## src/rtl/pe_tile_param.sv

```systemverilog
// Parametrised CGRA PE tile: config register file with read-back, two connect boxes,
// a registered PE (including accumulate), and a switch box with per-track optional pipelining.
module pe_tile_param #(
  parameter int unsigned WIDTH         = 1,
  parameter int unsigned TRACKS        = 4,
  parameter int unsigned TILE_ID_CHECK = 1
) (
  input  logic                     clk,
  input  logic                     reset,
  input  logic [31:0]              config_addr,
  input  logic [31:0]              config_data,
  input  logic                     config_we,
  input  logic [15:0]              tile_id,
  input  logic [TRACKS*WIDTH-1:0]  in_side0,
  input  logic [TRACKS*WIDTH-1:0]  in_side1,
  input  logic [TRACKS*WIDTH-1:0]  in_side2,
  input  logic [TRACKS*WIDTH-1:0]  in_side3,
  output logic [TRACKS*WIDTH-1:0]  out_side0,
  output logic [TRACKS*WIDTH-1:0]  out_side1,
  output logic [TRACKS*WIDTH-1:0]  out_side2,
  output logic [TRACKS*WIDTH-1:0]  out_side3,
  output logic [31:0]              read_data,
  output logic [WIDTH-1:0]         pe_out
);

  localparam int unsigned BUS = TRACKS * WIDTH;
  localparam int unsigned S   = $clog2(2 * TRACKS);
  localparam int unsigned SBW = 3 * TRACKS;

  logic [7:0]       w_id;
  logic             w_match;
  logic             w_hit;
  logic [2:0]       r_op;
  logic [S-1:0]     r_cb0;
  logic [S-1:0]     r_cb1;
  logic [SBW-1:0]   r_sb_cfg [4];
  logic [31:0]      w_rd;
  logic [31:0]      r_read_data;
  logic [WIDTH-1:0] r_pe;
  logic [WIDTH-1:0] w_pe_next;
  logic [WIDTH-1:0] w_a;
  logic [WIDTH-1:0] w_b;
  logic [BUS-1:0]   w_in [4];
  logic [BUS-1:0]   w_sb_mux [4];
  logic [BUS-1:0]   w_out [4];
  logic [BUS-1:0]   r_sb [4];
  logic [1:0]       w_sel;
  logic [1:0]       w_src;
  logic             w_unused;

  assign w_unused = &{1'b0, config_addr[31:24], config_data};

  assign w_id    = config_addr[23:16];
  assign w_match = (TILE_ID_CHECK != 0) ? (config_addr[15:0] == tile_id) : 1'b1;
  assign w_hit   = config_we & w_match & (w_id <= 8'd6);

  // Config register file; unused bits are simply not stored
  always_ff @(posedge clk or negedge reset) begin
    if (!reset) begin
      r_op  <= '0;
      r_cb0 <= '0;
      r_cb1 <= '0;
      for (int s = 0; s < 4; s++) r_sb_cfg[s] <= '0;
    end else if (w_hit) begin
      case (w_id)
        8'd0: r_op        <= config_data[2:0];
        8'd1: r_cb0       <= config_data[S-1:0];
        8'd2: r_cb1       <= config_data[S-1:0];
        8'd3: r_sb_cfg[0] <= config_data[SBW-1:0];
        8'd4: r_sb_cfg[1] <= config_data[SBW-1:0];
        8'd5: r_sb_cfg[2] <= config_data[SBW-1:0];
        8'd6: r_sb_cfg[3] <= config_data[SBW-1:0];
        default: ;
      endcase
    end
  end

  always_comb begin
    w_rd = '0;
    if (w_match) begin
      case (w_id)
        8'd0: w_rd = 32'(r_op);
        8'd1: w_rd = 32'(r_cb0);
        8'd2: w_rd = 32'(r_cb1);
        8'd3: w_rd = 32'(r_sb_cfg[0]);
        8'd4: w_rd = 32'(r_sb_cfg[1]);
        8'd5: w_rd = 32'(r_sb_cfg[2]);
        8'd6: w_rd = 32'(r_sb_cfg[3]);
        default: w_rd = '0;
      endcase
    end
  end

  always_ff @(posedge clk or negedge reset) begin
    if (!reset) r_read_data <= '0;
    else        r_read_data <= w_rd;
  end

  assign read_data = r_read_data;

  assign w_in[0] = in_side0;
  assign w_in[1] = in_side1;
  assign w_in[2] = in_side2;
  assign w_in[3] = in_side3;

  // Switch box: selects 0..2 walk the other three sides in ascending order, 3 is the PE
  always_comb begin
    w_sel = '0;
    w_src = '0;
    for (int s = 0; s < 4; s++) begin
      w_sb_mux[s] = '0;
      w_out[s]    = '0;
    end
    for (int s = 0; s < 4; s++) begin
      for (int t = 0; t < TRACKS; t++) begin
        w_sel = r_sb_cfg[s][2*t +: 2];
        w_src = (w_sel >= 2'(s)) ? w_sel + 2'd1 : w_sel;
        if (w_sel == 2'd3) w_sb_mux[s][t*WIDTH +: WIDTH] = r_pe;
        else               w_sb_mux[s][t*WIDTH +: WIDTH] = w_in[w_src][t*WIDTH +: WIDTH];
        w_out[s][t*WIDTH +: WIDTH] = r_sb_cfg[s][2*TRACKS + t] ? r_sb[s][t*WIDTH +: WIDTH]
                                                                : w_sb_mux[s][t*WIDTH +: WIDTH];
      end
    end
  end

  // Pipeline registers capture every cycle so toggling reg-enable never exposes stale data
  always_ff @(posedge clk or negedge reset) begin
    if (!reset) begin
      for (int s = 0; s < 4; s++) r_sb[s] <= '0;
    end else begin
      for (int s = 0; s < 4; s++) r_sb[s] <= w_sb_mux[s];
    end
  end

  assign out_side0 = w_out[0];
  assign out_side1 = w_out[1];
  assign out_side2 = w_out[2];
  assign out_side3 = w_out[3];

  // Connect boxes on side 0; upper half of the index space feeds back from out_side0
  always_comb begin
    w_a = '0;
    w_b = '0;
    for (int k = 0; k < TRACKS; k++) begin
      if (r_cb0 == S'(k))          w_a = in_side0[k*WIDTH +: WIDTH];
      if (r_cb0 == S'(k + TRACKS)) w_a = w_out[0][k*WIDTH +: WIDTH];
      if (r_cb1 == S'(k))          w_b = in_side0[k*WIDTH +: WIDTH];
      if (r_cb1 == S'(k + TRACKS)) w_b = w_out[0][k*WIDTH +: WIDTH];
    end
  end

  always_comb begin
    w_pe_next = '0;
    case (r_op)
      3'd0: w_pe_next = w_a + w_b;
      3'd1: w_pe_next = w_a - w_b;
      3'd2: w_pe_next = w_a & w_b;
      3'd3: w_pe_next = w_a | w_b;
      3'd4: w_pe_next = w_a ^ w_b;
      3'd5: w_pe_next = w_a;
      3'd6: w_pe_next = WIDTH'(w_a < w_b);
      3'd7: w_pe_next = r_pe + w_a;
      default: w_pe_next = '0;
    endcase
  end

  // Writing the PE register restarts accumulation from zero
  always_ff @(posedge clk or negedge reset) begin
    if (!reset)                         r_pe <= '0;
    else if (w_hit && (w_id == 8'd0))   r_pe <= '0;
    else                                r_pe <= w_pe_next;
  end

  assign pe_out = r_pe;

endmodule

```

## config.mk

```make
export PLATFORM = sky130hd
export DESIGN_NAME = pe_tile_param
export DESIGN_NICKNAME = d
export VERILOG_FILES = /design/src/rtl/pe_tile_param.sv
export SDC_FILE = /design/constraint.sdc
export NUM_CORES = 1
export LEC_CHECK = 0
export BUFFER_PORTS_ARGS = -buffer_cell sky130_fd_sc_hd__buf_2
export CAP_MARGIN = 20
export CORE_MARGIN = 1.5
export CORE_UTILIZATION = 40
export CTS_BUF_LIST = sky130_fd_sc_hd__clkbuf_8
export DETAILED_ROUTE_END_ITERATION = 12
export MAX_ROUTING_LAYER = met4
export PLACE_DENSITY_LB_ADDON = 0.05
export SLEW_MARGIN = 20
export SYNTH_ARGS = -nofsm -noshare
export SYNTH_HDL_FRONTEND = slang
export SYNTH_SLANG_ARGS = --single-unit
```

## constraint.sdc

```tcl
create_clock -name clk -period 2.95 [get_ports clk]
set_input_delay 0.4425 -clock clk [delete_from_list [all_inputs] [get_ports clk]]
set_output_delay 0.4425 -clock clk [all_outputs]
set_load 0.02 [all_outputs]
```

Word level (Yosys, flattened, before mapping):

Index checks and enable logic that the tools add are counted.

* word-level logic and storage cells: 259
* output and inout bits: 49
* input bits: 99
* register bits after elaboration: 106

* multiplexer cells: 116
* reduce and logical (&&, ||, !) cells: 12
* magnitude comparators: 34
* bitwise gates (word level): 21
* $add $sub $neg: 19
* eq/ne operators: 44

Operator list (count)
* $bmux W4 S2: 16
* $pmux W12 S7: 1
* $mux W1: 57
* $ge A3 B3 Y1 const B: 16
* $mux W2: 24
* $not A2 Y3: 16
* $eq A3 B3 Y1 const B: 12
* $add A2 B1 Y2 const B: 16
* $eq A2 B2 Y1 const B: 16
* $mux W4: 8
* $eq A8 B3 Y1 const B: 3
* $mux W3: 8
* $eq A3 B2 Y1 const B: 6
* $eq A16 B16 Y1: 1
* $eq A8 B2 Y1 const B: 2
* $ge A2 B1 Y1 const B: 8
* $ge A2 B2 Y1 const B: 8
* $reduce_and A2 Y1: 7
* $mux W12: 1
* $eq A3 B1 Y1 const B: 3
* $logic_not A3 Y1: 3
* $eq A8 B1 Y1 const B: 1
* $le A8 B3 Y1 const B: 1
* $logic_not A8 Y1: 1
* other kinds (8): 11

Longest topological paths before layout:

* word-level depth: 18
* gate-level depth with buffers: 13
* depth with buffers taken out: 13

Worst setup path after synthesis:

No wires, ideal clock.

* path type: register -> register
* start: register r_sb_cfg[42] (netlist bit)
* end: register r_pe, in the netlist pe_out
* path buffers: 0
* setup time: 0.134 ns
* slack: 0.173 ns
* required time: 2.816 ns
* stages on the path, launching flop included: 13
* clock period less this slack: 2.777 ns
* data arrival time: 2.643 ns
* cell sequence: dfrtp_1 > ha_1 > mux4_2 > a21oi_1 > o31ai_1 > o221ai_1 > and2_1 > ha_1 > nor3b_1 > a21oi_1 > o21ai_0 > a41o_1 > a2111oi_2

* word-level cells in the longest chain between the ends: 12
* elaborated cells on any way between the ends: 21
* classes of those cells: add/sub (4); order compare (2); eq/ne (1); mux (10); bitwise (4)

RTL lines
* from (decl): line 36 `logic [SBW-1:0] r_sb_cfg [4];`
* $add A2 B1 Y2 or $ge A2 B1 Y1 (tied branches): line 117 `w_src = (w_sel >= 2'(s)) ? w_sel + 2'd1 : w_sel;`
* $mux W2: line 117
* $not A2 Y3 (not written as such): line 119 `else w_sb_mux[s][t*WIDTH +: WIDTH] = w_in[w_src][t*WIDTH +: WIDTH];`
* $bmux W4 S2: line 119
* $mux W4 (not written as such) (2 in series): line 119
* $mux W1 *: line 118 `if (w_sel == 2'd3) w_sb_mux[s][t*WIDTH +: WIDTH] = r_pe;`
* $mux W1 *: line 120 `w_out[s][t*WIDTH +: WIDTH] = r_sb_cfg[s][2*TRACKS + t] ? r_sb[s][t*WIDTH +: WIDTH]`
* $mux W1, on equally long branches: line 146, 148
* $add A1 B1 Y1, or another cell as far along: line 162 `3'd7: w_pe_next = r_pe + w_a;`
* $pmux W1 S8 *: line 154 `case (r_op)`
* $mux W1 *: line 170 `else if (w_hit && (w_id == 8'd0)) r_pe <= '0;`
* to (signal assigned): line 171 `else r_pe <= w_pe_next;`
* to (decl): line 39 `logic [WIDTH-1:0] r_pe;`

Every way passes the cells marked *; elsewhere a longest branch is shown, timed or not. The select of a mux whose other input is x is not followed.
A chain may end at the register's enable or synchronous reset.

Worst setup path after layout:

* start: register r_sb_cfg[43] (netlist bit)
* end: register r_pe, in the netlist pe_out

Same word-level chain as after synthesis.

==> metrics.md <==
| Metric | Value |
|---|---|
| Worst-path cell chain | ha_4, mux4_2, a21oi_4, o31ai_1, o221ai_1, and2_4, ha_1, nor3b_1, a21oi_1, o21ai_1, a41o_1, a2111oi_2 |
| Synth-to-Final Area Change | 18.4% |
| Overall Global Routing Usage | between 20% and 30% |
| Met1 wire length | 6180 um |
| Average size of a mapped cell | around 12 sq um |
| Post-synth ARST share | 100% |
| Placeable Area | approximately 13000 sq um |
| Via Count | ~3800 |
| Register area | roughly 2200 sq um |
| Met2 WL post-DR | about 6200 um |
| Mapped Cells | between 400 and 500 |
| CP required | ~3.2 ns |
| DP Cell Count | roughly 710 |
| Initial antenna violation count | 0 |
| Synthesized area | around 5300 sq um |
| Worst hold path class | input pin to asynchronous set/reset pin |
| Share of post-route cells with drive strength above 1 | a little under half |
| Row cnt | 42 |
| Layout Cells excl Fill | 730 |
| Clock tree buffer depth | 2 |
| IO buf count | 99 |
| Leakage Power | about 0.0031 uW |
| Worst-Margin Slew | about 0.8 ns |
| Final Cycle Share | 98.7% |
| CTS Root Cell | clkbuf_8 |
| Drt drc | 0 |
| Clock transition at path regs | around 0.080 ns |
| Starting Density | between 40% and 50% |
| Clock latency at the later pin of the worst-skew pair | 0.38 ns |
| Vias in the first global route | roughly 3900 |
| # diodes | 0 |
| Final Wtd Congestion | ~0.82 |
| CTS H-tree lvls | 3 |
| Die height | approximately 120 um |
| Worst slew margin | between 40% and 50% |
| Hold Fails Final Rpt | 0 |
| Die Wd | roughly 120 um |
| Distinct cell type count after synthesis | 55 |
| Critical path's largest stage delay | about 0.54 ns |
| Sequential-to-total area share from yosys stat | 40.3% |
| # hold bufs at CTS | 0 |
| DRT antenna net count | 0 |
| TritonCTS Buffers | 9 |
| Final WL | roughly 13000 um |
| Crit. End Element | register |
| Fmax | ~340 MHz |
| #FFs+latches synth | 86 |
| Overall Power | 2340 uW |
| DRT iter0 DRCs | approximately 260 |
| Layout Skew | between 0.009 and 0.01 ns |
| Met3 WL | 600 um |
| Worst-path maximum fanout | 3 |
| Largest net degree at the start of global routing | just under 60 |
| Critical-path top delay cell | mux4_2 |
| Total clock sinks | between 80 and 90 |
| Place WS | -0.0728 ns |
| Final #Nets | 671 |
| Min Tclk post-route | 2.91 ns |
| Largest delay contributor family on the critical path | compound AO/OA/AOI/OAI gates |
| Final setup violation count | 0 |
| Status | finished clean |
| Placed wire-length estimate after detailed placement | roughly 9700 um |
| Crit path arrival time | 3.16 ns |
| Top cell type's share of synthesized area | about two fifths |
| Routed length per placed instance | between 15 and 20 um |
| Worst setup path category | register to register |
| Highest Signal Layer | met4 |
| Die Area | 14000 sq um |
| First-pass GRT wire length | between 20000 and 25000 um |
| PD cells | between 300 and 400 nW/um^2 |
| Max-slew violations | 0 |
| GRT overflow | 0 |
| IO Pins | around 150 |
| Drt pass-1 iters | 5 |
| Predominant post-synthesis flop cell | dfrtp_1 |
| VDD IR max | roughly 0.00018 V |
| CTS tree | built |
| Synth warn | 0 |
| Area of the multi-input gates | between 2000 and 3000 sq um |
| Setup ws final | ~0.037 ns |
| Via density | roughly 5.2 |
| RSZ-0062 raised after global routing | yes |
| CP bufs+invs | 0 |
| Area contributors post-synth | dfrtp_1, mux2_2, mux2_4, mux4_2, ha_1 |
| Post-synth EDFFs | 0 |
| Yosys top cell by area | dfrtp_1 |
| Fillers | 1235 |
| Max-cap violations | 0 |
| Startpoint Class | register |
## final timing paths
kind | startpoint | endpoint | slack, ns | cells past startpoint
worst max-delay path | r_sb_cfg[43]$_DFFE_PN0P_ | pe_out$_DFF_PN0_ | 0.04 | 12
worst min-delay path | reset | read_data[3]$_DFF_PN0_ | 0.13 | 1
worst max register to register | r_sb_cfg[43]$_DFFE_PN0P_ | pe_out$_DFF_PN0_ | 0.04 | 12
worst min register to register | r_sb_cfg[10]$_DFFE_PN0P_ | r_sb_cfg[10]$_DFFE_PN0P_ | 0.55 | 1
max in group asynchronous | reset | r_sb_cfg[18]$_DFFE_PN0P_ | 2.20 | 2
min in group clk | config_data[10] | r_sb_cfg[22]$_DFFE_PN0P_ | 0.34 | 2
## layer usage
| metal | track usage [%] | vias to the layer above |
|---|---|---|
| met1 | 27.6 | 1902 |
| met5 | - | - |
| met4 | 7.76 | 0 |
| met3 | 3.09 | 13 |
| met2 | 30.7 | 126 |
| li1 | - | 1780 |
## placed cells by master, fill, tap and decap left out, drive strengths merged, types with 5 or more instances in the layout
cell / instances
buf: 122
dfrtp: 86
mux2: 80
nand2: 26
ha: 23
inv: 21
nor2: 21
conb: 20
mux4: 18
xnor2: 16
o21ai: 16
mux2i: 12
a22oi: 11
clkbuf: 11
nor2b: 7
nand4: 7
a21oi: 5
## cell usage after synthesis (2+ instances only)
cell	number
a21o_1	4
mux4_2	18
nand2_1	26
buf_2	3
o21ai_0	16
nor3_1	2
a22oi_1	11
xnor2_1	16
clkbuf_1	9
a21oi_2	2
mux2_2	50
inv_1	20
nor2_1	20
a32oi_1	2
a211oi_1	2
a31oi_1	2
a21oi_1	3
buf_4	21
and3_1	4
mux2_4	30
nand4_4	2
mux2i_1	12
or3_1	2
nor2b_1	7
ha_1	23
dfrtp_1	86
and4_1	3
nand4_1	5
nand3_1	3
buf_6	3
o211ai_1	3
## power by group
part           switching, uW  leakage [uW]  internal [uW]  total, uW
Combinational            169       0.00184            118        287
Clock                    428      0.000110            430        859
Sequential              7.10       0.00116           1190       1200
Total                    605       0.00311           1740       2340
## registers in the layout, summed over array words and instances, names as in the netlist
name       count
r_sb          16
pe_out         1
read_data     12
r_sb_cfg      48
r_cb0          3
r_cb1          3
r_op           3
## cell type report
type,instances,area share [%]
repair buffers,122,10.8
well taps,176,3.49
clock buffers,11,2.40
flip-flops and latches,86,34.1
inverters,20,1.19
multi-input cells,310,47.3
clock inverters,5,0.772
## repair_timing
action	in CTS	in global routing
gates cloned	0	0
pin swaps	6	3
buffers inserted	1	1
resized for setup	3	5
endpoints found under the setup margin	1	1
## logic make-up (layout without fill, tap and decap cells)
logic type                 after synthesis  after routing  share of synthesized area, %
muxes                                  110            110                          28.8
DFF                                     86             86                          40.3
xor gates and xnor gates                17             17                          2.79
and+or+nand+nor                         85             85                          9.05
other                                    1             20                        0.0703
adders and majority gates               23             23                          5.39
buffers and inverters                   57            158                          5.98
AOI/OAI and AO/OA                       55             55                          7.55
## stage by stage
step                      hold slack, ns  utilization, %  setup TNS (ns)  instance area [sq um]
after floorplan                    0.147               -               0                   5410
after global placement             0.532            46.1         -0.0200                   6050
after detailed placement           0.530            46.1         -0.0728                   6050
after CTS                          0.161            47.7               0                   6270
after global routing               0.192            48.1          -0.164                   6320
final                              0.133            48.1               0                   6320
Note: power is estimated with default switching activity, not from simulation.
